===== src/rtl/wb_arbiter_2m_pkg.sv =====
// rtl/wb_arbiter_2m_pkg.sv - shared state encoding and default widths for wb_arbiter_2m
//
// Contents:
//   arb_state_t  : arbiter state encoding (IDLE=0, GNT0=1, GNT1=2, ABORT=3)
//   DEF_ADDR_W   : default Wishbone address width
//   DEF_DATA_W   : default Wishbone data width
//   DEF_TIMEOUT  : default stall-cycle limit before abort
//   CNT_W        : width of the stall counter
package wb_arbiter_2m_pkg;

    typedef enum logic [1:0] {
        ST_IDLE  = 2'd0,
        ST_GNT0  = 2'd1,
        ST_GNT1  = 2'd2,
        ST_ABORT = 2'd3
    } arb_state_t;

    localparam int DEF_ADDR_W  = 16;
    localparam int DEF_DATA_W  = 32;
    localparam int DEF_TIMEOUT = 64;
    localparam int CNT_W       = 16;

endpackage


===== src/rtl/wb_arbiter_2m.sv =====
// rtl/wb_arbiter_2m.sv - two-master round-robin Wishbone write arbiter
//
// Shares one write-only Wishbone slave between master 0 and master 1.
// Optional feature macro: ARB_TIMEOUT_EN (stall timeout with err pulse and ABORT state).
//
// Ports:
//   clk                 : clock, rising edge
//   rst                 : asynchronous active-low reset
//   m0_adr/m0_dat       : master 0 address / write data
//   m0_we/m0_cyc/m0_stb : master 0 write enable, cycle, strobe
//   m0_ack/m0_err       : master 0 acknowledge / error
//   m1_*                : same set for master 1
//   s_adr/s_dat         : slave address / write data
//   s_we/s_cyc/s_stb    : slave write enable, cycle, strobe
//   s_ack               : slave acknowledge
module wb_arbiter_2m
    import wb_arbiter_2m_pkg::*;
#(
    parameter int ADDR_W  = DEF_ADDR_W,
    parameter int DATA_W  = DEF_DATA_W,
    parameter int TIMEOUT = DEF_TIMEOUT
) (
    input  logic              clk,
    input  logic              rst,
    input  logic [ADDR_W-1:0] m0_adr,
    input  logic [DATA_W-1:0] m0_dat,
    input  logic              m0_we,
    input  logic              m0_cyc,
    input  logic              m0_stb,
    output logic              m0_ack,
    output logic              m0_err,
    input  logic [ADDR_W-1:0] m1_adr,
    input  logic [DATA_W-1:0] m1_dat,
    input  logic              m1_we,
    input  logic              m1_cyc,
    input  logic              m1_stb,
    output logic              m1_ack,
    output logic              m1_err,
    output logic [ADDR_W-1:0] s_adr,
    output logic [DATA_W-1:0] s_dat,
    output logic              s_we,
    output logic              s_cyc,
    output logic              s_stb,
    input  logic              s_ack
);

    localparam logic [CNT_W-1:0] TIMEOUT_LAST = CNT_W'(TIMEOUT - 1);

    arb_state_t state;
    arb_state_t next_state;
    logic       ptr;          // last granted master; 1 after reset so m0 wins the first tie
    logic       timeout_hit;  // stall limit reached this cycle with no ack
    logic       err0_q;
    logic       err1_q;

    // State register and round-robin pointer. The pointer follows every entry
    // into a grant state, including a direct GNT0 <-> GNT1 hand-over.
    always_ff @(posedge clk or negedge rst) begin
        if (!rst) begin
            state <= ST_IDLE;
            ptr   <= 1'b1;
        end else begin
            state <= next_state;
            if (next_state == ST_GNT0 && state != ST_GNT0) begin
                ptr <= 1'b0;
            end else if (next_state == ST_GNT1 && state != ST_GNT1) begin
                ptr <= 1'b1;
            end
        end
    end

    always_comb begin
        next_state = state;
        case (state)
            ST_IDLE: begin
                if (m0_cyc && m1_cyc) begin
                    next_state = ptr ? ST_GNT0 : ST_GNT1;
                end else if (m0_cyc) begin
                    next_state = ST_GNT0;
                end else if (m1_cyc) begin
                    next_state = ST_GNT1;
                end
            end
            ST_GNT0: begin
                if (timeout_hit) begin
                    next_state = ST_ABORT;
                end else if (!m0_cyc) begin
                    next_state = m1_cyc ? ST_GNT1 : ST_IDLE;
                end
            end
            ST_GNT1: begin
                if (timeout_hit) begin
                    next_state = ST_ABORT;
                end else if (!m1_cyc) begin
                    next_state = m0_cyc ? ST_GNT0 : ST_IDLE;
                end
            end
            ST_ABORT: next_state = ST_IDLE;
            default:  next_state = ST_IDLE;
        endcase
    end

    // Slave bus mux. Acks are gated by the granted strobe so a stray s_ack
    // with no strobe never reaches a master.
    always_comb begin
        s_adr  = '0;
        s_dat  = '0;
        s_we   = 1'b0;
        s_cyc  = 1'b0;
        s_stb  = 1'b0;
        m0_ack = 1'b0;
        m1_ack = 1'b0;
        case (state)
            ST_GNT0: begin
                s_adr  = m0_adr;
                s_dat  = m0_dat;
                s_we   = m0_we;
                s_cyc  = m0_cyc;
                s_stb  = m0_stb;
                m0_ack = s_ack & m0_stb;
            end
            ST_GNT1: begin
                s_adr  = m1_adr;
                s_dat  = m1_dat;
                s_we   = m1_we;
                s_cyc  = m1_cyc;
                s_stb  = m1_stb;
                m1_ack = s_ack & m1_stb;
            end
            default: ;
        endcase
    end

    assign m0_err = err0_q;
    assign m1_err = err1_q;

`ifdef ARB_TIMEOUT_EN
    logic [CNT_W-1:0] stall_cnt;
    logic             granted;

    assign granted     = (state == ST_GNT0) || (state == ST_GNT1);
    assign timeout_hit = granted && s_stb && !s_ack && (stall_cnt == TIMEOUT_LAST);

    // err is registered so it lines up with the single ABORT cycle.
    always_ff @(posedge clk or negedge rst) begin
        if (!rst) begin
            stall_cnt <= '0;
            err0_q    <= 1'b0;
            err1_q    <= 1'b0;
        end else begin
            err0_q <= timeout_hit && (state == ST_GNT0);
            err1_q <= timeout_hit && (state == ST_GNT1);
            if ((next_state != state) || (s_ack && s_stb)) begin
                stall_cnt <= '0;
            end else if (granted && s_stb) begin
                stall_cnt <= stall_cnt + CNT_W'(1);
            end
        end
    end
`else
    logic unused_timeout;

    // keeps TIMEOUT referenced in builds without the abort feature
    assign unused_timeout = ^TIMEOUT_LAST;
    assign timeout_hit    = 1'b0;
    assign err0_q         = 1'b0;
    assign err1_q         = 1'b0;
`endif

endmodule


===== config.mk =====
export PLATFORM = sky130hd
export DESIGN_NAME = wb_arbiter_2m
export DESIGN_NICKNAME = d
export VERILOG_FILES = /design/src/rtl/wb_arbiter_2m_pkg.sv /design/src/rtl/wb_arbiter_2m.sv
export SDC_FILE = /design/constraint.sdc
export NUM_CORES = 1
export LEC_CHECK = 0
export BUFFER_PORTS_ARGS = -buffer_cell sky130_fd_sc_hd__buf_2
export CAP_MARGIN = 20
export CORE_MARGIN = 2
export CORE_UTILIZATION = 27
export CTS_CLUSTER_DIAMETER = 200
export DETAILED_ROUTE_END_ITERATION = 6
export PLACE_DENSITY = 0.85
export SLEW_MARGIN = 20
export SYNTH_ARGS = -nofsm -noshare
export SYNTH_HDL_FRONTEND = slang
export SYNTH_SLANG_ARGS = --single-unit
export TNS_END_PERCENT = 1

===== constraint.sdc =====
create_clock -name clk -period 1.44 [get_ports clk]
set_input_delay 0.288 -clock clk [delete_from_list [all_inputs] [get_ports clk]]
set_output_delay 0.288 -clock clk [all_outputs]
set_load 0.01 [all_outputs]

==> results of run 1 <==
==> cell type report <==
| class | count | area, um^2 |
|---|---|---|
| multi-input cells | 127 | 1190 |
| clock buffers | 4 | 45.0 |
| well taps | 50 | 62.6 |
| inverters | 2 | 7.51 |
| fillers | 362 | 1520 |
| flip-flops and latches | 3 | 76.3 |
| repair buffers | 177 | 1030 |
==> registers in the layout, summed over array words and instances, names as in the netlist <==
register	flops
state	2
ptr	1
==> worst max-delay path, stage by stage, from the launching register on <==
cell	delay [ns]
dfrtp_1	0.42
inv_2	0.13
ha_4	0.20
buf_12	0.18
a22oi_2	0.10
nor2b_2	0.12
buf_2	0.13
==> per-stage QoR <==
| stage | total power (uW) | setup WS [ns] | utilization [%] | hold WS, ns |
|---|---|---|---|---|
| final | 4560 | -0.355 | 61.4 | 0.401 |
| after global routing | 4890 | -0.425 | 61.4 | 0.405 |
| after CTS | 4460 | -0.328 | 60.0 | 0.400 |
| after detailed placement | 3740 | -0.182 | 53.7 | 0.0940 |
| after global placement | 3660 | -0.137 | 53.7 | 0.0863 |
| after floorplan | 2610 | -0.0186 | - | -0.00759 |
==> power by group through the flow <==
| stage | clock (uW) | sequential (uW) | combinational [uW] |
|---|---|---|---|
| 2_1_floorplan | 0 | 167 | 2450 |
| 3_3_place_gp | 0 | 171 | 3480 |
| 3_5_place_dp | 0 | 174 | 3560 |
| 4_1_cts | 250 | 176 | 4030 |
| 5_1_grt | 256 | 181 | 4460 |
| 6_report | 243 | 177 | 4140 |
==> metal layers <==
metal	vias to the layer above	track usage (%)
met5	-	0
met4	0	7.14
met3	6	1.17
met2	71	37.9
met1	838	18.9
li1	877	-
==> cells in the mapped netlist (2+ instances only) <==
library cell,instances
ha_1,4
nor2b_1,52
clkbuf_1,10
a21oi_1,2
buf_6,3
and3_1,2
a22oi_1,51
buf_4,2
buf_2,4
inv_1,2
dfrtp_1,2
nand2_1,3
==> worst min path at each step <==
| stage | startpoint | slack, ns | endpoint |
|---|---|---|---|
| floorplan | rst | -0.008 | state[0]$_DFF_PN0_ |
| global placement | rst | 0.09 | state[1]$_DFF_PN0_ |
| detailed placement | rst | 0.09 | state[1]$_DFF_PN0_ |
| CTS | rst | 0.40 | state[1]$_DFF_PN0_ |
| global route | rst | 0.41 | state[1]$_DFF_PN0_ |
| finish | rst | 0.40 | state[1]$_DFF_PN0_ |
==> logic make-up (layout without fill, tap and decap cells) <==
kind of cell    after synthesis  count (layout)  share of synthesized area (%)
compound gates               62              62                           43.2
flops                         3               3                           6.97
simple gates                 58              58                           32.2
mux                           1               1                           1.03
buf+inv                      22             183                           11.7
fa+ha+maj                     4               4                           4.57
other cells                   1               2                          0.343
==> repair_timing <==
item,in CTS,in global routing
gates cloned,2,0
hold buffers,1,0
hold endpoints to repair,2,0
pin swaps,1,1
buffers inserted,4,0
endpoints found under the setup margin,56,56
gates resized for setup,27,11
==> reports/qor.yml, run 1 <==
outcome:
  status: "complete, but fails checks"
  failed_checks: "negative setup slack"
clocking:
  htreeDepth: 1
  cts.sinks: 3
  clk_pin_slew_worst_paths_ns: 0.03
  cts_buffers: 3
  max-clock-path-buffers: 2
  cts_tree: "yes"
  clk-insertion-delay-late_ns: 0.21
  clockRootBuffer: "clkbuf_8"
worst_setup_path:
  timing.rr.end: "ptr$_DFFE_PN1P_"
  arrival_ns: 1.51
  regToRegSetupSlack_ns: -0.14
  cp_data_required_time_ns: 1.15
  worstPathMaxFanout: 22
  endpoint_kind: "output pin"
  r2r_cells: 7
  crit_path_end: "s_adr[14]"
  critPathKind: "reg2out"
  regToRegStartpoint: "state[1]$_DFF_PN0_"
  start_kind: "flop"
  startpoint: "state[0]$_DFF_PN0_"
finish:
  fin_nets: 423
  layout-drive-gt1-share_pct: 84.7
  areaGrowthSynthToFinish_pct: 121
  layout_common_cells: "156 x buf_2, 49 x nor2b_2, 27 x a22oi_2"
  antennaDiodeCount: 0
  finalNonFillerCells: 363
  layout_commonest_cell: "buf_2"
  design_area_um2: 2420
sta:
  rsz0062_at_grt: "yes"
  skew_ns: 0.00132
  period_needed_ns: 1.80
  finalMaxSlewViolations: 0
  worst_slack_ns: -0.355
  finalSetupViolations: 55
  post-route-period-util_pct: 125
  final.setup.tns_ns: -16.65
  fmax_ghz: 0.557
  hold_viol: 0
pwr:
  power_frac_seq_pct: 3.9
  p_leak_uw: 0.00119
  power_density_nw_per_um2: 1880
  pwr-share-comb_pct: 90.8
  sw_frac_of_total_pct: 43.8
  ir_drop_uv: 1030
  p_switching_uw: 2000
  clkPwrFrac_pct: 5.3
  p_int_uw: 2560
floorplan:
  pin_count: 160
  die-area_um2: 4580
  die-width_um: 67.7
  coreArea_um2: 3940
  die_y_um: 67.7
  floorplan.initialDensity_pct: 27.8
  rows: 23
yosys:
  ys_types: 26
  syn_area_um2: 1090
  yosysTopAreaCell: "a22oi_1"
  yosysTopAreaCellShare_pct: 35.0
  synth-main-ff-cell: "dfrtp_1"
  async_flop_share_pct: 100
  ys_seq_area_share_pct: 6.97
  synth-seq-cells: 3
  ys_warn_count: 0
  synth_edf_count: 0
  synthTopCellsByArea: "a22oi_1 35%, nor2b_1 30%, dfrtp_1 4.6%, ha_1 4.6%, clkbuf_1 3.4%"
  synthCells: 151
  avgSynthCellArea_um2: 7.25
placement:
  dp_cells: 352
  gp_congestion: 0.766
  hpwl_mm: 3.62
  io_buffers: 157
  place_area_um2: 2120
global_routing:
  grt_remaining_overflow: 0
  grt_pass1_wl_mm: 6.62
  grt_start_max_net_pins: 30
  antenna_found_initial: 0
  track_usage_pct: 18.5
  grt_pass1_vias: 1549
routing:
  wl_met3_um: 311
  vias_per_cell: 4.94
  postRouteWirelength_mm: 4.99
  drt_iter0_drc: 50
  first_pass_iters: 4
  vias: 1792
  wl_per_cell_um: 13.7
  wl_met1_mm: 1.84
  top_layer: "met4"
  drc_errors: 0
  ant_nets: 0
  wl_met2_mm: 2.78
worst_hold_path:
  hold_path_class: "in2async"
run:
  maxCapViolCount: 0
(Power assumes the default switching activity.)
==> run 2: changes to the inputs <==
Settings changed: CELL_PAD_IN_SITES_DETAIL_PLACEMENT set to 0, CELL_PAD_IN_SITES_GLOBAL_PLACEMENT set to 1, CORE_UTILIZATION 27 to 16, PLACE_DENSITY 0.85 to 0.86.
==> run 2 against run 1 <==
Against the previous run:
- the run still ends with negative setup slack left
- largest cell class unchanged
- final cell count grew 9.6%
- total power grew 5.1%
- critical endpoint is now s_adr[11]
- sequential power grew 6%
- count of clock-buffer cells in the layout is the same
- die area grew 64%
- critical path depth is the same
==> reports/qor.yml, run 2 (synthesis results as in run 1) <==
sta:
  worst_slack_ns: -0.362  # -0.00637 ns
  finalSetupViolations: 56  # +1.8%
  rsz0062_at_grt: "yes"
  skew_ns: 0.00140  # +0.0000811 ns
  hold_viol: 0  # unchanged
  post-route-period-util_pct: 125  # +0.44 points
  period_needed_ns: 1.80  # +0.00637 ns
  finalMaxSlewViolations: 0  # unchanged
  holdWs_ns: 0.399  # -0.00198 ns
  fmax_ghz: 0.555  # -0.35%
pwr:
  power_density_nw_per_um2: 1870  # -0.52%
  p_leak_uw: 0.00123  # +3.7%
  ir_drop_uv: 857  # -17%
  finalPower_uw: 4790  # +5.1%
finish:
  final_core_util_pct: 38.1  # -23 points
  layout_common_cells: "157 x buf_2, 50 x nor2b_2, 27 x a22oi_2"
  top_regs: "state: 2 flops, ptr: 1 flops"
  finalNonFillerCells: 398  # +9.6%
  regMostFlops: "state"
  fin_nets: 428  # +1.2%
  layout_commonest_cell: "buf_2"
  areaGrowthSynthToFinish_pct: 134
  largest_register_ffs: 2  # unchanged
  layout-drive-gt1-share_pct: 85.2  # +0.56 points
  antennaDiodeCount: 0  # unchanged
  design_area_um2: 2560  # +5.7%
global_routing:
  grtUsageMet3_pct: 1.62  # +0.45 points
  grt_start_max_net_pins: 34  # +13%
  antenna_found_initial: 0  # unchanged
  gr-usage-met2_pct: 23.4  # -14 points
  track_usage_pct: 11.4  # -7.0 points
  grt_busiest_layer: "met2"
  grt_pass1_vias: 1585  # +2.3%
  grt_remaining_overflow: 0  # unchanged
  use_met1_pct: 12.7  # -6.2 points
  grt_pass1_wl_mm: 7.10  # +7.3%
worst_setup_path:
  regToRegSetupSlack_ns: -0.27  # -0.13 ns
  endpoint_kind: "output pin"
  cp_data_required_time_ns: 1.15  # about the same
  arrival_ns: 1.51  # about the same
  regToRegStartpoint: "state[0]$_DFF_PN0_"
  critPathKind: "reg2out"
  startpoint: "state[1]$_DFF_PN0_"
  worstPathMaxFanout: 8  # -64%
  start_kind: "flop"
floorplan:
  die-width_um: 86.7  # +28%
  rows: 30  # +30%
  die-area_um2: 7520  # +64%
  floorplan.initialDensity_pct: 16.3  # -11 points
  pin_count: 160  # unchanged
  coreArea_um2: 6720  # +70%
  die_y_um: 86.7  # +28%
placement:
  hpwl_mm: 3.70  # +2.4%
  io_buffers: 157  # unchanged
  gp_congestion: 0.772  # +0.77%
  dp_cells: 382  # +8.5%
  place_area_um2: 2140  # +1.2%
routing:
  drt_iter0_drc: 40  # -20%
  first_pass_iters: 4  # unchanged
  vias: 1818  # +1.5%
  wl_per_cell_um: 13.7  # -0.68%
  postRouteWirelength_mm: 5.43  # +8.9%
  drc_errors: 0  # unchanged
  ant_nets: 0  # unchanged
  vias_per_cell: 4.57  # -7.5%
clocking:
  cts_tree: "yes"
  cts.sinks: 3  # unchanged
  cts_buffers: 3  # unchanged
  max-clock-path-buffers: 2  # unchanged
  clk-insertion-delay-late_ns: 0.21  # about the same
  clk_pin_slew_worst_paths_ns: 0.03  # about the same
  clockRootBuffer: "clkbuf_8"
  htreeDepth: 1  # unchanged
outcome:
  status: "complete, but fails checks"
  failed_checks: "negative setup slack"
run:
  maxCapViolCount: 0  # unchanged
worst_hold_path:
  hold_path_class: "in2async"
[run 2: cell count changes in the layout (fill, tap and decap cells not counted), sizes merged]
cell,before,now
clkbuf,4,7
buf,176,178
[run 2: path summary, 6_finish.rpt]
path	to	cells past startpoint
min in group clk	ptr$_DFFE_PN1P_	1
worst min-delay path	state[0]$_DFF_PN0_	2
worst max-delay path	s_adr[11]	6
worst max register to register	ptr$_DFFE_PN1P_	8
worst min register to register	ptr$_DFFE_PN1P_	1
max in group asynchronous	ptr$_DFFE_PN1P_	2
[run 2: per-layer routing]
layer | routed length (um) | vias up
li1 | - | 890
met1 | 2010 | 854
met2 | 3120 | 72
met3 | 286 | 2
met4 | 14 | 0
met5 | 0 | -
[run 2: repair_timing]
action | in CTS | in global routing
setup buffers | 5 | 2
endpoints found under the setup margin | 55 | 56
hold buffers | 1 | 0
resized for setup | 19 | 24
cloned | 1 | 4
endpoints found under the hold margin | 2 | 0
pin swaps | 0 | 3
[run 2: area by class of cell]
type                            count  area (um^2)
Clock buffer                        4         45.0
Timing Repair Buffer              182         1120
Sequential cell                     3         77.6
Tap cell                           80          100
Inverter                            2         10.0
Multi-Input combinational cell    127         1200
Fill cell                         711         4160
[run 2: through the flow]
stage          setup slack [ns]  setup TNS (ns)
2_1_floorplan           -0.0186          -0.929
6_report                 -0.362          -17.96
5_1_grt                  -0.447          -22.46
3_3_place_gp             -0.152           -6.88
3_5_place_dp             -0.190           -8.71
4_1_cts                  -0.375          -18.01
[run 2: report_power, final]
part / internal (uW) / switching, uW
registers: 139 / 47.8
logic: 2400 / 1960
clock network: 189 / 53.7
[run 2: critical path, stage by stage, from the launching register on]
cell,delay [ns]
dfrtp_1,0.37
inv_2,0.12
ha_4,0.28
clkbuf_16,0.20
a22oi_1,0.08
nor2b_2,0.11
buf_2,0.13
==> run 3: changes to the inputs <==
Settings changed: REMOVE_ABC_BUFFERS set to 1.
Clock period 1.44 ns to 1.5 ns, I/O delays scaled along.
==> run 3 against run 2 <==
Against the previous run:
- critical path depth unchanged
- total power decreased by 13%
- worst hold slack improved by 0.0092 ns
- first-iteration DRC count increased by 25%
- count of clock-buffer cells in the layout unchanged
- the flow still finishes with violations (negative setup slack)
- sequential cell count unchanged
- global-route usage decreased by 0.43 points
- via count decreased by 0.88%
- final cell count decreased by 2.3%
- final area decreased by 9.0%
- largest cell class unchanged
- non-clock buffer count decreased by 9
==> reports/qor.yml, run 3 (synthesis results as in run 1) <==
worst_setup_path:
  critPathKind: "reg2out"
  crit_family: "buffers and inverters"
  path_buf_inv: 3  # unchanged
  cp_slowest_stage_delay_ns: 0.38  # about the same
  worstPathMaxFanout: 15  # +7
  start_kind: "flop"
  cp_data_required_time_ns: 1.20  # +0.05 ns
  arrival_ns: 1.52  # about the same
  r2r_cells: 7  # -1
  critPathSlowestCell: "dfrtp_1"
  cp.depth: 6  # unchanged
  endpoint_kind: "output pin"
  cp_cell_sequence: "buf_4 -> ha_4 -> clkbuf_16 -> a22oi_1 -> nor2b_1 -> buf_2"
pwr:
  pwr-share-comb_pct: 90.4  # -0.6 points
  power_frac_seq_pct: 3.9  # about the same
  p_leak_uw: 0.00114  # -7.5%
  clkPwrFrac_pct: 5.7  # +0.6 points
  power_density_nw_per_um2: 1800  # -4.0%
  sw_frac_of_total_pct: 45.0  # +1.9 points
  p_switching_uw: 1880  # -8.8%
  ir_drop_uv: 775  # -9.5%
  p_int_uw: 2300  # -16%
placement:
  io_buffers: 157  # unchanged
  gp_congestion: 0.761  # -1.3%
  place_area_um2: 2010  # -6.3%
  dp_slack_ns: -0.115  # +0.0757 ns
  hpwl_mm: 3.42  # -7.8%
finish:
  top_regs: "state: 2 flops, ptr: 1 flops"
  areaGrowthSynthToFinish_pct: 113
  nFillCells: 678  # -4.6%
  antennaDiodeCount: 0  # unchanged
  layout_commonest_cell: "buf_2"
  layout_common_cells: "156 x buf_2, 52 x nor2b_1, 30 x a22oi_1"
  regMostFlops: "state"
  largest_register_ffs: 2  # unchanged
  layout-drive-gt1-share_pct: 67.0  # -18 points
  design_area_um2: 2330  # -9.0%
  fin_nets: 419  # -2.1%
floorplan:
  coreArea_um2: 6720  # unchanged
  die-area_um2: 7520  # unchanged
  floorplan.initialDensity_pct: 16.3  # unchanged
  die_y_um: 86.7  # unchanged
  rows: 30  # unchanged
  die-width_um: 86.7  # unchanged
  pin_count: 160  # unchanged
global_routing:
  grt_pass1_vias: 1521  # -4.0%
  grt_pass1_wl_mm: 6.73  # -5.2%
  track_usage_pct: 11.0  # -0.43 points
  antenna_found_initial: 0  # unchanged
  grt_remaining_overflow: 0  # unchanged
  grt_start_max_net_pins: 31  # -8.8%
sta:
  rsz0062_at_grt: "yes"
  finalMaxSlewViolations: 0  # unchanged
  worst_slack_ns: -0.324  # +0.0378 ns
  post-route-period-util_pct: 122
  hold_viol: 0  # unchanged
  holdWs_ns: 0.408  # +0.00920 ns
  fmax_ghz: 0.548
  period_needed_ns: 1.82
  finalSetupViolations: 55  # -1.8%
  skew_ns: 0.000455  # -0.000949 ns
clocking:
  htreeDepth: 1  # unchanged
  cts_buffers: 3  # unchanged
  clk_pin_slew_worst_paths_ns: 0.03  # about the same
  cts_tree: "yes"
  max-clock-path-buffers: 2  # unchanged
  clk-insertion-delay-late_ns: 0.22  # about the same
  cts.sinks: 3  # unchanged
  clockRootBuffer: "clkbuf_8"
routing:
  drc_errors: 0  # unchanged
  ant_nets: 0  # unchanged
  vias_per_cell: 4.63  # +1.4%
  vias: 1802  # -0.88%
  first_pass_iters: 4  # unchanged
  drt_iter0_drc: 50  # +25%
  postRouteWirelength_mm: 5.10  # -6.1%
  wl_per_cell_um: 13.1  # -4.0%
worst_hold_path:
  hold_path_class: "in2async"
outcome:
  status: "complete, but fails checks"
  failed_checks: "negative setup slack"
run:
  maxCapViolCount: 0  # unchanged
==> run 3: cell count changes in the layout (fill, tap and decap cells not counted), moves of 2 or more <==
cell	delta
buf_4	-5
a22oi_2	-5
nor2b_2	-50
a22oi_1	+5
nor2b_1	+50
buf_6	-2
==> run 3: final timing paths <==
kind                                     from                  to  slack (ns)
setup / recovery           state[1]$_DFF_PN0_               s_stb       -0.32
hold / removal                            rst  state[1]$_DFF_PN0_        0.41
setup reg to reg           state[1]$_DFF_PN0_     ptr$_DFFE_PN1P_       -0.12
hold reg to reg               ptr$_DFFE_PN1P_     ptr$_DFFE_PN1P_        0.52
max in group asynchronous                 rst     ptr$_DFFE_PN1P_        0.89
min in group clk              ptr$_DFFE_PN1P_     ptr$_DFFE_PN1P_        0.52
==> run 3: final cells by class <==
class                      instances  area, um^2  area share, %
clock buffer                       4        45.0           1.94
multi-input combinational        127        1060           45.5
sequential                         3        76.3           3.28
timing repair buffer             173        1040           44.7
inverter                           2        7.51          0.323
tap                               80         100           4.30
==> run 3: what timing repair did <==
item,CTS,global route
resized for setup,17,18
buffers inserted,2,0
endpoints found under the setup margin,55,56
pin swaps,2,2
hold buffers,1,0
hold endpoints to repair,2,0
cloned,1,2
==> run 3: metal layers <==
| metal | up-vias | global-route usage (%) | share of wire (%) |
|---|---|---|---|
| li1 | 874 | - | - |
| met1 | 824 | 11.1 | 38 |
| met2 | 100 | 22.8 | 53 |
| met3 | 4 | 1.90 | 8.5 |
| met4 | 0 | 2.56 | 0.76 |
| met5 | - | 0 | 0 |
==> run 3: power groups by stage <==
stage               Clock, uW  Sequential (uW)  Combinational, uW
global route              254              171               4090
CTS                       242              163               3510
global placement            0              160               3000
floorplan                   0              158               1790
finish                    238              165               3780
detailed placement          0              162               3070
==> run 3: worst reg2reg max path, stage by stage, from the launching register on <==
cell,delay [ns]
dfrtp_1,0.38
buf_4,0.15
ha_4,0.20
clkbuf_16,0.19
a22oi_2,0.16
o22ai_1,0.09
mux2_4,0.28
a2bb2oi_2,0.11
==> run 3: through the flow <==
step	total power (uW)	cells	setup TNS [ns]	util (%)
after global routing	4510	389	-17.71	34.6
after detailed placement	3230	379	-4.56	29.9
after global placement	3160	379	-2.40	29.9
after CTS	3920	387	-13.04	32.6
after floorplan	1940	132	-41.16	-
final	4180	389	-14.01	34.6
